File: src/rtl/i2c_slave_pkg.sv
// Shared types for the I2C register-file slave: FSM state encoding and ACK/NACK line levels.
// Latency: n/a (types and constants only).
// Backpressure: n/a.
package i2c_slave_pkg;

    typedef enum logic [3:0] {
        IDLE,
        ADDR,
        ADDR_ACK,
        REG,
        REG_ACK,
        WDATA,
        WDATA_ACK,
        RDATA,
        RDATA_ACK
    } i2c_state_t;

    // SDA drive levels during the ninth (acknowledge) bit
    localparam logic I2C_ACK  = 1'b0;
    localparam logic I2C_NACK = 1'b1;

endpackage

File: src/rtl/i2c_line_sync.sv
// SCL/SDA synchroniser with optional glitch filter (I2C_GLITCH_FILTER_EN) and bus-condition edge detect.
// Latency: SYNC_STG CLK from pin to s_scl/s_sda (+2 CLK with the filter); edge strobes are combinational on top.
// Backpressure: none; free-running, edge strobes are single-cycle pulses.
module i2c_line_sync #(
    parameter int SYNC_STG = 2
) (
    input  logic clk,
    input  logic rst,
    input  logic scl,
    input  logic sda,
    output logic s_scl,
    output logic s_sda,
    output logic scl_rise,
    output logic scl_fall,
    output logic start_det,
    output logic stop_det
);

    logic [SYNC_STG-1:0] scl_sync;
    logic [SYNC_STG-1:0] sda_sync;
    logic                scl_raw;
    logic                sda_raw;
    logic                scl_prev;
    logic                sda_prev;

    // Metastability chains; an idle bus sits high so the chains reset to 1
    always_ff @(posedge clk or posedge rst) begin
        if (rst) begin
            scl_sync <= '1;
            sda_sync <= '1;
        end else begin
            scl_sync <= {scl_sync[SYNC_STG-2:0], scl};
            sda_sync <= {sda_sync[SYNC_STG-2:0], sda};
        end
    end

    assign scl_raw = scl_sync[SYNC_STG-1];
    assign sda_raw = sda_sync[SYNC_STG-1];

`ifdef I2C_GLITCH_FILTER_EN
    logic [1:0] scl_hist;
    logic [1:0] sda_hist;
    logic       scl_filt;
    logic       sda_filt;

    // Two-deep sample history plus the held filtered level
    always_ff @(posedge clk or posedge rst) begin
        if (rst) begin
            scl_hist <= 2'b11;
            sda_hist <= 2'b11;
            scl_filt <= 1'b1;
            sda_filt <= 1'b1;
        end else begin
            scl_hist <= {scl_hist[0], scl_raw};
            sda_hist <= {sda_hist[0], sda_raw};
            scl_filt <= s_scl;
            sda_filt <= s_sda;
        end
    end

    // Follow the line only once three consecutive samples agree; otherwise hold
    always_comb begin
        s_scl = scl_filt;
        s_sda = sda_filt;
        if (scl_raw == scl_hist[0] && scl_hist[0] == scl_hist[1]) s_scl = scl_raw;
        if (sda_raw == sda_hist[0] && sda_hist[0] == sda_hist[1]) s_sda = sda_raw;
    end
`else
    assign s_scl = scl_raw;
    assign s_sda = sda_raw;
`endif

    // Previous clean levels for edge detection
    always_ff @(posedge clk or posedge rst) begin
        if (rst) begin
            scl_prev <= 1'b1;
            sda_prev <= 1'b1;
        end else begin
            scl_prev <= s_scl;
            sda_prev <= s_sda;
        end
    end

    assign scl_rise  =  s_scl & ~scl_prev;
    assign scl_fall  = ~s_scl &  scl_prev;
    // SDA may only move while SCL is high for START/STOP, so require SCL high on both samples
    assign start_det =  s_scl &  scl_prev &  sda_prev & ~s_sda;
    assign stop_det  =  s_scl &  scl_prev & ~sda_prev &  s_sda;

endmodule

File: src/rtl/i2c_slave_regfile.sv
// I2C slave over a DEPTH x 8 register file with auto-increment, shared with an on-chip host port.
// Latency: ACK/read bits driven 1 CLK after the detected SCL fall; bus_wr fires with the regfile write; host read is combinational.
// Backpressure: none; the I2C master paces transfers, host writes are always taken (bus commit wins a same-index clash). Optional I2C_GLITCH_FILTER_EN.
module i2c_slave_regfile
    import i2c_slave_pkg::*;
#(
    parameter logic [6:0] DEV_ID   = 7'h05,
    parameter int         DEPTH    = 16,
    parameter int         SYNC_STG = 2,
    parameter logic [7:0] RST_VAL  = 8'h00,
    localparam int        AW       = (DEPTH > 1) ? $clog2(DEPTH) : 1
) (
    input  logic          CLK,
    input  logic          Reset,
    input  logic          SCL,
    input  logic          iSDA,
    output logic          oSDA,
    input  logic [AW-1:0] host_addr,
    input  logic          host_we,
    input  logic [7:0]    host_wdata,
    output logic [7:0]    host_rdata,
    output logic          bus_wr,
    output logic [AW-1:0] bus_waddr,
    output logic          busy
);

    logic s_scl, s_sda, scl_rise, scl_fall, start_det, stop_det;

    i2c_state_t    state_q, state_d;
    logic [7:0]    shift_q, shift_d;
    logic [2:0]    cnt_q,   cnt_d;
    logic          full_q,  full_d;
    logic [AW-1:0] ptr_q,   ptr_d;
    logic          rw_q,    rw_d;
    logic          osda_q,  osda_d;
    logic          busy_q,  busy_d;
    logic          mack_q,  mack_d;
    logic          commit;
    logic [7:0]    regs [DEPTH];
    logic [7:0]    rd_cur;
    logic [7:0]    rd_nxt;

    i2c_line_sync #(.SYNC_STG(SYNC_STG)) u_sync (
        .clk       (CLK),
        .rst       (Reset),
        .scl       (SCL),
        .sda       (iSDA),
        .s_scl     (s_scl),
        .s_sda     (s_sda),
        .scl_rise  (scl_rise),
        .scl_fall  (scl_fall),
        .start_det (start_det),
        .stop_det  (stop_det)
    );

    // Register pointer advance, wrapping at the last register
    function automatic logic [AW-1:0] wrap_inc(input logic [AW-1:0] p);
        if (p == AW'(DEPTH - 1)) return '0;
        return p + 1'b1;
    endfunction

    assign rd_cur = regs[ptr_q];
    assign rd_nxt = regs[wrap_inc(ptr_q)];

    // FSM state and datapath registers; reset releases SDA immediately
    always_ff @(posedge CLK or posedge Reset) begin
        if (Reset) begin
            state_q <= IDLE;
            shift_q <= '0;
            cnt_q   <= '0;
            full_q  <= 1'b0;
            ptr_q   <= '0;
            rw_q    <= 1'b0;
            osda_q  <= 1'b1;
            busy_q  <= 1'b0;
            mack_q  <= I2C_NACK;
        end else begin
            state_q <= state_d;
            shift_q <= shift_d;
            cnt_q   <= cnt_d;
            full_q  <= full_d;
            ptr_q   <= ptr_d;
            rw_q    <= rw_d;
            osda_q  <= osda_d;
            busy_q  <= busy_d;
            mack_q  <= mack_d;
        end
    end

    // Next-state logic: bus conditions override everything, bytes are acted on at the fall after bit 8
    always_comb begin
        state_d = state_q;
        shift_d = shift_q;
        cnt_d   = cnt_q;
        full_d  = full_q;
        ptr_d   = ptr_q;
        rw_d    = rw_q;
        osda_d  = osda_q;
        busy_d  = busy_q;
        mack_d  = mack_q;
        commit  = 1'b0;

        if (stop_det) begin
            state_d = IDLE;
            osda_d  = 1'b1;
            busy_d  = 1'b0;
            cnt_d   = '0;
            full_d  = 1'b0;
        end else if (start_det) begin
            // A partially shifted byte is simply dropped
            state_d = ADDR;
            osda_d  = 1'b1;
            cnt_d   = '0;
            full_d  = 1'b0;
        end else begin
            case (state_q)
                IDLE: ;

                ADDR, REG, WDATA: begin
                    if (scl_rise && !full_q) begin
                        shift_d = {shift_q[6:0], s_sda};
                        cnt_d   = cnt_q + 3'd1;
                        if (cnt_q == 3'd7) full_d = 1'b1;
                    end else if (scl_fall && full_q) begin
                        full_d = 1'b0;
                        if (state_q == ADDR) begin
                            if (shift_q[7:1] == DEV_ID) begin
                                state_d = ADDR_ACK;
                                osda_d  = I2C_ACK;
                                rw_d    = shift_q[0];
                                busy_d  = 1'b1;
                            end else begin
                                state_d = IDLE;
                                osda_d  = I2C_NACK;
                                busy_d  = 1'b0;
                            end
                        end else if (state_q == REG) begin
                            if ({1'b0, shift_q} < 9'(DEPTH)) begin
                                ptr_d   = shift_q[AW-1:0];
                                state_d = REG_ACK;
                                osda_d  = I2C_ACK;
                            end else begin
                                state_d = IDLE;
                                osda_d  = I2C_NACK;
                                busy_d  = 1'b0;
                            end
                        end else begin
                            commit  = 1'b1;
                            state_d = WDATA_ACK;
                            osda_d  = I2C_ACK;
                        end
                    end
                end

                ADDR_ACK: begin
                    if (scl_fall) begin
                        cnt_d  = '0;
                        full_d = 1'b0;
                        if (rw_q) begin
                            state_d = RDATA;
                            osda_d  = rd_cur[7];
                            shift_d = {rd_cur[6:0], 1'b1};
                        end else begin
                            state_d = REG;
                            osda_d  = 1'b1;
                        end
                    end
                end

                REG_ACK: begin
                    if (scl_fall) begin
                        state_d = WDATA;
                        osda_d  = 1'b1;
                    end
                end

                WDATA_ACK: begin
                    if (scl_fall) begin
                        state_d = WDATA;
                        osda_d  = 1'b1;
                        ptr_d   = wrap_inc(ptr_q);
                    end
                end

                RDATA: begin
                    if (scl_rise && !full_q) begin
                        cnt_d = cnt_q + 3'd1;
                        if (cnt_q == 3'd7) full_d = 1'b1;
                    end else if (scl_fall) begin
                        if (full_q) begin
                            full_d  = 1'b0;
                            state_d = RDATA_ACK;
                            osda_d  = 1'b1;
                        end else begin
                            osda_d  = shift_q[7];
                            shift_d = {shift_q[6:0], 1'b1};
                        end
                    end
                end

                RDATA_ACK: begin
                    if (scl_rise) begin
                        mack_d = s_sda;
                    end else if (scl_fall) begin
                        if (mack_q == I2C_ACK) begin
                            ptr_d   = wrap_inc(ptr_q);
                            state_d = RDATA;
                            osda_d  = rd_nxt[7];
                            shift_d = {rd_nxt[6:0], 1'b1};
                        end else begin
                            state_d = IDLE;
                            osda_d  = 1'b1;
                            busy_d  = 1'b0;
                        end
                    end
                end

                default: begin
                    state_d = IDLE;
                    osda_d  = 1'b1;
                    busy_d  = 1'b0;
                end
            endcase
        end
    end

    // Register file: host writes land unless the bus commits to the same index this cycle
    always_ff @(posedge CLK or posedge Reset) begin
        if (Reset) begin
            for (int i = 0; i < DEPTH; i++) regs[i] <= RST_VAL;
        end else begin
            if (host_we && !(commit && host_addr == ptr_q)) regs[host_addr] <= host_wdata;
            if (commit) regs[ptr_q] <= shift_q;
        end
    end

    assign oSDA       = osda_q;
    assign busy       = busy_q;
    assign bus_wr     = commit;
    assign bus_waddr  = ptr_q;
    assign host_rdata = regs[host_addr];

endmodule

File: config.mk
export PLATFORM = sky130hd
export DESIGN_NAME = i2c_slave_regfile
export DESIGN_NICKNAME = d
export VERILOG_FILES = /design/src/rtl/i2c_slave_pkg.sv /design/src/rtl/i2c_line_sync.sv /design/src/rtl/i2c_slave_regfile.sv
export SDC_FILE = /design/constraint.sdc
export NUM_CORES = 1
export LEC_CHECK = 0
export BUFFER_PORTS_ARGS = -buffer_cell sky130_fd_sc_hd__buf_2
export CORE_MARGIN = 2
export CORE_UTILIZATION = 53
export DETAILED_ROUTE_END_ITERATION = 10
export GPL_ROUTABILITY_DRIVEN = 1
export HOLD_SLACK_MARGIN = 0.03
export PLACE_DENSITY = 0.7
export RECOVER_POWER = 50
export SLEW_MARGIN = 20
export SYNTH_ARGS = -nofsm -noshare
export SYNTH_HDL_FRONTEND = slang
export SYNTH_SLANG_ARGS = --single-unit
export TNS_END_PERCENT = 10
File: constraint.sdc
create_clock -name CLK -period 9.8 [get_ports CLK]
set_clock_uncertainty 0.1 [all_clocks]
set_input_delay 0.49 -clock CLK [delete_from_list [all_inputs] [get_ports CLK]]
set_output_delay 0.49 -clock CLK [all_outputs]
set_load 0.005 [all_outputs]
* Yosys cells after proc, flatten, opt, wreduce, memory -nomap -nowiden
Index checks and enable logic that the tools add are counted.
** Word-level totals
- Word-level logic and storage cells :: 248
- Register bits after elaboration :: 158
- Bits of input ports :: 17
** Operators by class
- Add/sub/neg operators :: 2
- Magnitude comparators :: 6
- Bitwise operators :: 17
- Reductions and logical operators :: 26
- Eq/ne operators :: 48
- Muxes and demuxes :: 120
** Operators by type and width (number)
- 128-bit bitwise mux :: 2
- 128-bit 2-to-1 mux :: 2
- 8-bit 2-to-1 mux :: 17
- 4-bit 2-to-1 mux :: 26
- 8-bit binary-select mux with 4-bit select :: 3
- 8-bit demux with 4-bit select :: 2
- 1-bit 2-to-1 mux :: 53
- 4-bit != test, second input constant :: 10
- 8-bit one-hot mux with 4 select lines :: 1
- 2-bit != test, second input constant :: 15
- 4-bit one-hot mux with 6 select lines :: 1
- 12-bit AND reduction :: 2
- 3-bit 2-to-1 mux :: 7
- 3-bit != test, second input constant :: 6
- 9-bit AND reduction :: 2
- 4-bit by 3-bit == test with 1-bit output, second input constant :: 4
- 5-bit >= comparator, second input constant :: 3
- 4-bit inverter with 5-bit output :: 3
- 4-bit one-hot mux with 3 select lines :: 1
- 5-bit by 1-bit less-than comparator with 1-bit output, second input constant :: 2
- 10-bit AND reduction :: 1
- 4-bit by 2-bit == test with 1-bit output, second input constant :: 2
- 4-bit == test, second input constant :: 2
- 8-bit by 5-bit less-than comparator with 1-bit output, second input constant :: 1
- 29 further kinds :: 51

* Logic depth before layout (Yosys ltp)
- Word-level depth :: 14
- Depth in mapped cells :: 14
- Depth with buffers taken out :: 8

* Hierarchy
A second synthesis with hierarchy kept.
** Second synthesis, totals
- Cell total of the unflattened synthesis :: 1110
- Area total of the unflattened synthesis :: 11234.5 µm²
** Modules (own cells, without submodules)
- i2c_slave_regfile :: cells each 1099, instances 1, area each 11040.6 µm², seq. area each 3806.2 µm²
- i2c_line_sync :: cells each 11, instances 1, area each 193.9 µm², seq. area each 157.7 µm²

* Worst setup path before layout
Ideal clock, no wire load.
- Kind :: register to register
- Start :: register ptr_q[0], in the netlist bus_waddr[0]
- End :: register shift_q[7]
- Data required time :: 9.566 ns
- Cell stages (with the launch flop) :: 14
- Setup slack :: 6.434 ns
- Arrival time :: 3.132 ns
- Clock period less this slack :: 3.366 ns
- Setup time :: 0.134 ns
- Cells stage by stage :: dfrtp_1 -> buf_2 -> buf_2 -> buf_4 -> buf_4 -> inv_1 -> ha_1 -> clkbuf_1 -> buf_1 -> mux2_2 -> a221oi_1 -> nor3_1 -> o211ai_1 -> a31oi_2
** On the way
- Cells in the longest elaborated chain, start to end :: 11
- Elaborated cells on any way between the ends :: 18
- Classes of those cells :: add/sub: 1; eq/ne: 1; mux: 14; bitwise: 2
** RTL lines
- start, declared :: RTL line i2c_slave_regfile.sv:33 : logic [AW-1:0] ptr_q, ptr_d;
- start signal, assigned :: RTL line i2c_slave_regfile.sv:82 : ptr_q <= ptr_d;
- parallel branches: the longest is 10 deep, another holds 4-bit by 1-bit adder with 4-bit output
- 8-bit one-hot mux with 4 select lines (*) :: RTL line i2c_slave_regfile.sv:116 : case (state_q)
- end signal, assigned :: RTL line i2c_slave_regfile.sv:79 : shift_q <= shift_d;
- end, declared :: RTL line i2c_slave_regfile.sv:30 : logic [7:0] shift_q, shift_d;
Every way passes the cells marked *. The select of a mux whose other input is x is not followed.
A chain may end at the register's enable or synchronous reset.

* Final worst setup path
- Start :: register ptr_q[0], in the netlist bus_waddr[0]
- End :: register shift_q[6]
The elaborated chain is that of the path after synthesis.

==> results_dict.tcl <==
set metrics [dict create \
    cellInternalPower_mw 1.87 \
    clk_pin_slew_ns 0.06 \
    clk_root_buffer_cell "sky130_fd_sc_hd__clkbuf_16" \
    timing.final.max_slew_violations 123 \
    net-switching-power_mw 1.45 \
    fin_setup_tns_ns 0 \
    post-cts-setup-buffer-count 0 \
    postSynthNetCount 1148 \
    yosysUniqueCellTypes 86 \
    grt-ovfl-total 0 \
    switching_share_of_power_pct 43.6 \
    die_width_um 151 \
    numClockSinks 158 \
    top_family_by_delay_on_critical_path "buffers and inverters" \
    netlist_area_um2 11400 \
    synth.avg_cell_area_um2 10.2 \
    grt_first_pass_wirelength_um 57300 \
    worst_ep_required_ns 10.06 \
    rows 53 \
    synthesis.yosys.warnings 0 \
    critPathBufInv 3 \
    hold_viol 0 \
    wirelength_um 37500 \
    fp.dieH_um 151 \
    outcome "complete, but fails checks" \
    globalRouteTotalUtil_pct 34.4 \
    fin_nets 1109 \
    clk_path_buf_depth 2 \
    cts_tree "yes" \
    synth_largest_type_area_fraction_pct 32.9 \
    path_class "reg -> reg" \
    ioPinCount 32 \
    edff_count_synth 0 \
    cts-hold-fix-buffers 0 \
    ys_top_cells_by_count "168 x sky130_fd_sc_hd__nor2_1, 161 x sky130_fd_sc_hd__a21oi_1, 158 x sky130_fd_sc_hd__mux2i_1" \
    first_global_vias 9056 \
    synth_top_flop_cell "sky130_fd_sc_hd__dfrtp_1" \
    crit_arrival_ns 4.30 \
    cts_resized 0 \
    clkLatencyLatePin_ns 0.44 \
    port_buffers 31 \
    cts_buffers 17 \
    rsz0062_at_grt "no" \
    max_cap_violation_count 2 \
    reg2reg_slack_ns 5.76 \
    yosysSeqAreaShare_pct 34.7 \
    yosys_register_bits 158 \
    netlist.top_cell.by_area "sky130_fd_sc_hd__dfrtp_1" \
    netlist_top_cells_area "sky130_fd_sc_hd__dfrtp_1 33%, sky130_fd_sc_hd__mux4_2 16%, sky130_fd_sc_hd__mux2i_1 14%" \
    timing.slew.headroom_pct -176 \
    route.detailed.wl_per_inst_um 27.3 \
    period_share_pct 41.3 \
    syn-instance-count 1125 \
    placeable_core_region_um2 21100 \
    vias_per_cell 7.07 \
    layout_min_cycle_time_ns 4.04 \
    drt_pre_antenna_iters 8 \
    power_density_nw_per_um2 274 \
    yosys.cell_count.top_type "sky130_fd_sc_hd__nor2_1" \
    num-fill-cells 1774 \
    crit_top_cell "sky130_fd_sc_hd__inv_1" \
    gp_congestion 1.02 \
    worstSetupEndpointType "register" \
    critical_path_peak_fanout 56 \
    htree_levels 4 \
    worstPathCellList "inv_1 -> ha_1 -> buf_4 -> inv_1 -> mux4_2 -> o22ai_1 -> or4_1 -> a31oi_1" \
    post_route_cells_drive_above_1_share_pct 18.9 \
    seq_power_share_pct 33.5 \
    timing.fmax_mhz 247 \
    irDropWorstVdd_uv 177 \
    antenna_cells 0 \
    worstHoldPathType "in -> reg" \
    setup_slack_ns 5.76 \
    grt_max_degree 91 \
    violations "capacitance limit, slew limit" \
    share_comb_of_total_power_pct 46.1 \
    post-dp-hpwl_um 25400 \
    worst_pin_slew_ns 4.12 \
    iter_0_drt_violations 1414 \
    final_core_utilization_pct 57.5 \
    max_stage_delay_ns 1.01 \
    post_synthesis_to_final_layout_area_growth_pct 6.22 \
    postRouteAntennaNets 0 \
    detailedPlace.worstSlack_ns 5.84 \
    slowest_cp_cell "sky130_fd_sc_hd__dfrtp_4" \
    critical_path.startpoint_type "register" \
    synthArstFlopShare_pct 100 \
    detailroute.via_count 9712 \
    finalSetupViolations 0 \
    die_area_um2 22700 \
    initial_utilization_pct 54.2 \
    initial_antenna_violation_count 0 \
    drc_violations_left 0 \
    clk_pwr_share_pct 20.3 \
    power.static_leakage_nw 4.33 \
]
==> layout by cell type (no fill, tap or decap), types with 5 or more instances in the layout <==
| cell type | n |
|---|---|
| sky130_fd_sc_hd__nor2_1 | 168 |
| sky130_fd_sc_hd__a21oi_1 | 161 |
| sky130_fd_sc_hd__mux2i_1 | 158 |
| sky130_fd_sc_hd__dfrtp_1 | 148 |
| sky130_fd_sc_hd__mux4_2 | 80 |
| sky130_fd_sc_hd__nand2_1 | 52 |
| sky130_fd_sc_hd__buf_2 | 30 |
| sky130_fd_sc_hd__nand3_1 | 18 |
| sky130_fd_sc_hd__clkbuf_16 | 17 |
| sky130_fd_sc_hd__inv_1 | 12 |
| sky130_fd_sc_hd__nor3_1 | 12 |
| sky130_fd_sc_hd__nor2b_1 | 12 |
| sky130_fd_sc_hd__o21ai_0 | 11 |
| sky130_fd_sc_hd__nor2_2 | 10 |
| sky130_fd_sc_hd__and4_1 | 9 |
| sky130_fd_sc_hd__a31oi_1 | 9 |
| sky130_fd_sc_hd__mux2_2 | 9 |
| sky130_fd_sc_hd__buf_4 | 9 |
| sky130_fd_sc_hd__a221oi_1 | 8 |
| sky130_fd_sc_hd__a211oi_1 | 7 |
| sky130_fd_sc_hd__nand2b_1 | 6 |
| sky130_fd_sc_hd__a22o_1 | 6 |
| sky130_fd_sc_hd__o221ai_1 | 6 |
| sky130_fd_sc_hd__ha_1 | 6 |
| sky130_fd_sc_hd__a22oi_1 | 5 |
| sky130_fd_sc_hd__xnor2_1 | 5 |
| sky130_fd_sc_hd__o22ai_1 | 5 |
| sky130_fd_sc_hd__nor4_1 | 5 |
| sky130_fd_sc_hd__o2111ai_1 | 5 |
| sky130_fd_sc_hd__dfstp_2 | 5 |
==> layer usage <==
layer	vias to the layer above	routed length (um)	GRT usage (%)
met2	778	16000	49.0
met4	0	1650	14.8
met1	4655	14300	48.4
li1	4144	-	-
met3	135	5490	10.8
met5	-	0	0
==> metrics by stage <==
step	area, um2	hold WS [ns]	power (mW)	std cells
3_3_place_gp	11600	0.246	2.55	1342
4_1_cts	12100	0.0429	3.25	1373
3_5_place_dp	11600	0.247	2.57	1342
6_report	12100	0.0488	3.32	1373
2_1_floorplan	11400	0.245	2.14	1125
5_1_grt	12100	0.0415	3.44	1373
==> power groups by stage <==
stage          Sequential, mW  Combinational [mW]  Clock [mW]
2_1_floorplan           0.918                1.22           0
3_3_place_gp             1.09                1.45           0
3_5_place_dp             1.10                1.47           0
4_1_cts                  1.09                1.48       0.677
5_1_grt                  1.13                1.61       0.707
6_report                 1.11                1.53       0.675
==> sequential cells by signal (all words and copies together) (netlist names), 2 cells and up <==
signal / cells
state_q: 4
regs: 128
bus_waddr: 4
shift_q: 8
u_sync.scl_sync: 2
u_sync.sda_sync: 2
cnt_q: 3
==> kinds of logic after synthesis <==
| group | Yosys count | synth area share, % |
|---|---|---|
| and+or+nand+nor | 321 | 13.5 |
| AOI/OAI and AO/OA | 268 | 14.9 |
| DFF | 158 | 34.7 |
| muxes | 251 | 31.0 |
| adders and majority gates | 6 | 0.657 |
| buffers and inverters | 114 | 4.61 |
| xor gates and xnor gates | 7 | 0.603 |
==> path summary, 6_finish.rpt <==
check                                             start                      endpoint  cells past startpoint
setup / recovery               bus_waddr[0]$_DFFE_PP0P_        shift_q[6]$_DFFE_PP0P_                      8
hold / removal                                      SCL  u_sync.scl_sync[0]$_DFF_PP1_                      1
hold reg to reg            u_sync.scl_sync[0]$_DFF_PP1_  u_sync.scl_sync[1]$_DFF_PP1_                      0
setup reg to reg               bus_waddr[0]$_DFFE_PP0P_        shift_q[6]$_DFFE_PP0P_                      8
min in group asynchronous                         Reset           regs[109]$_DFF_PP0_                      2
max in group asynchronous                         Reset      bus_waddr[0]$_DFFE_PP0P_                      3
==> cell type report <==
class / instances / area, um2 / area share [%]
Inverter: 14 / 53.8 / 0.443
Clock inverter: 13 / 138 / 1.13
Timing Repair Buffer: 42 / 229 / 1.89
Clock buffer: 18 / 439 / 3.62
Sequential cell: 158 / 3970 / 32.7
Multi-Input combinational cell: 853 / 6960 / 57.4
Tap cell: 275 / 344 / 2.84
(Power assumes the default switching activity.)
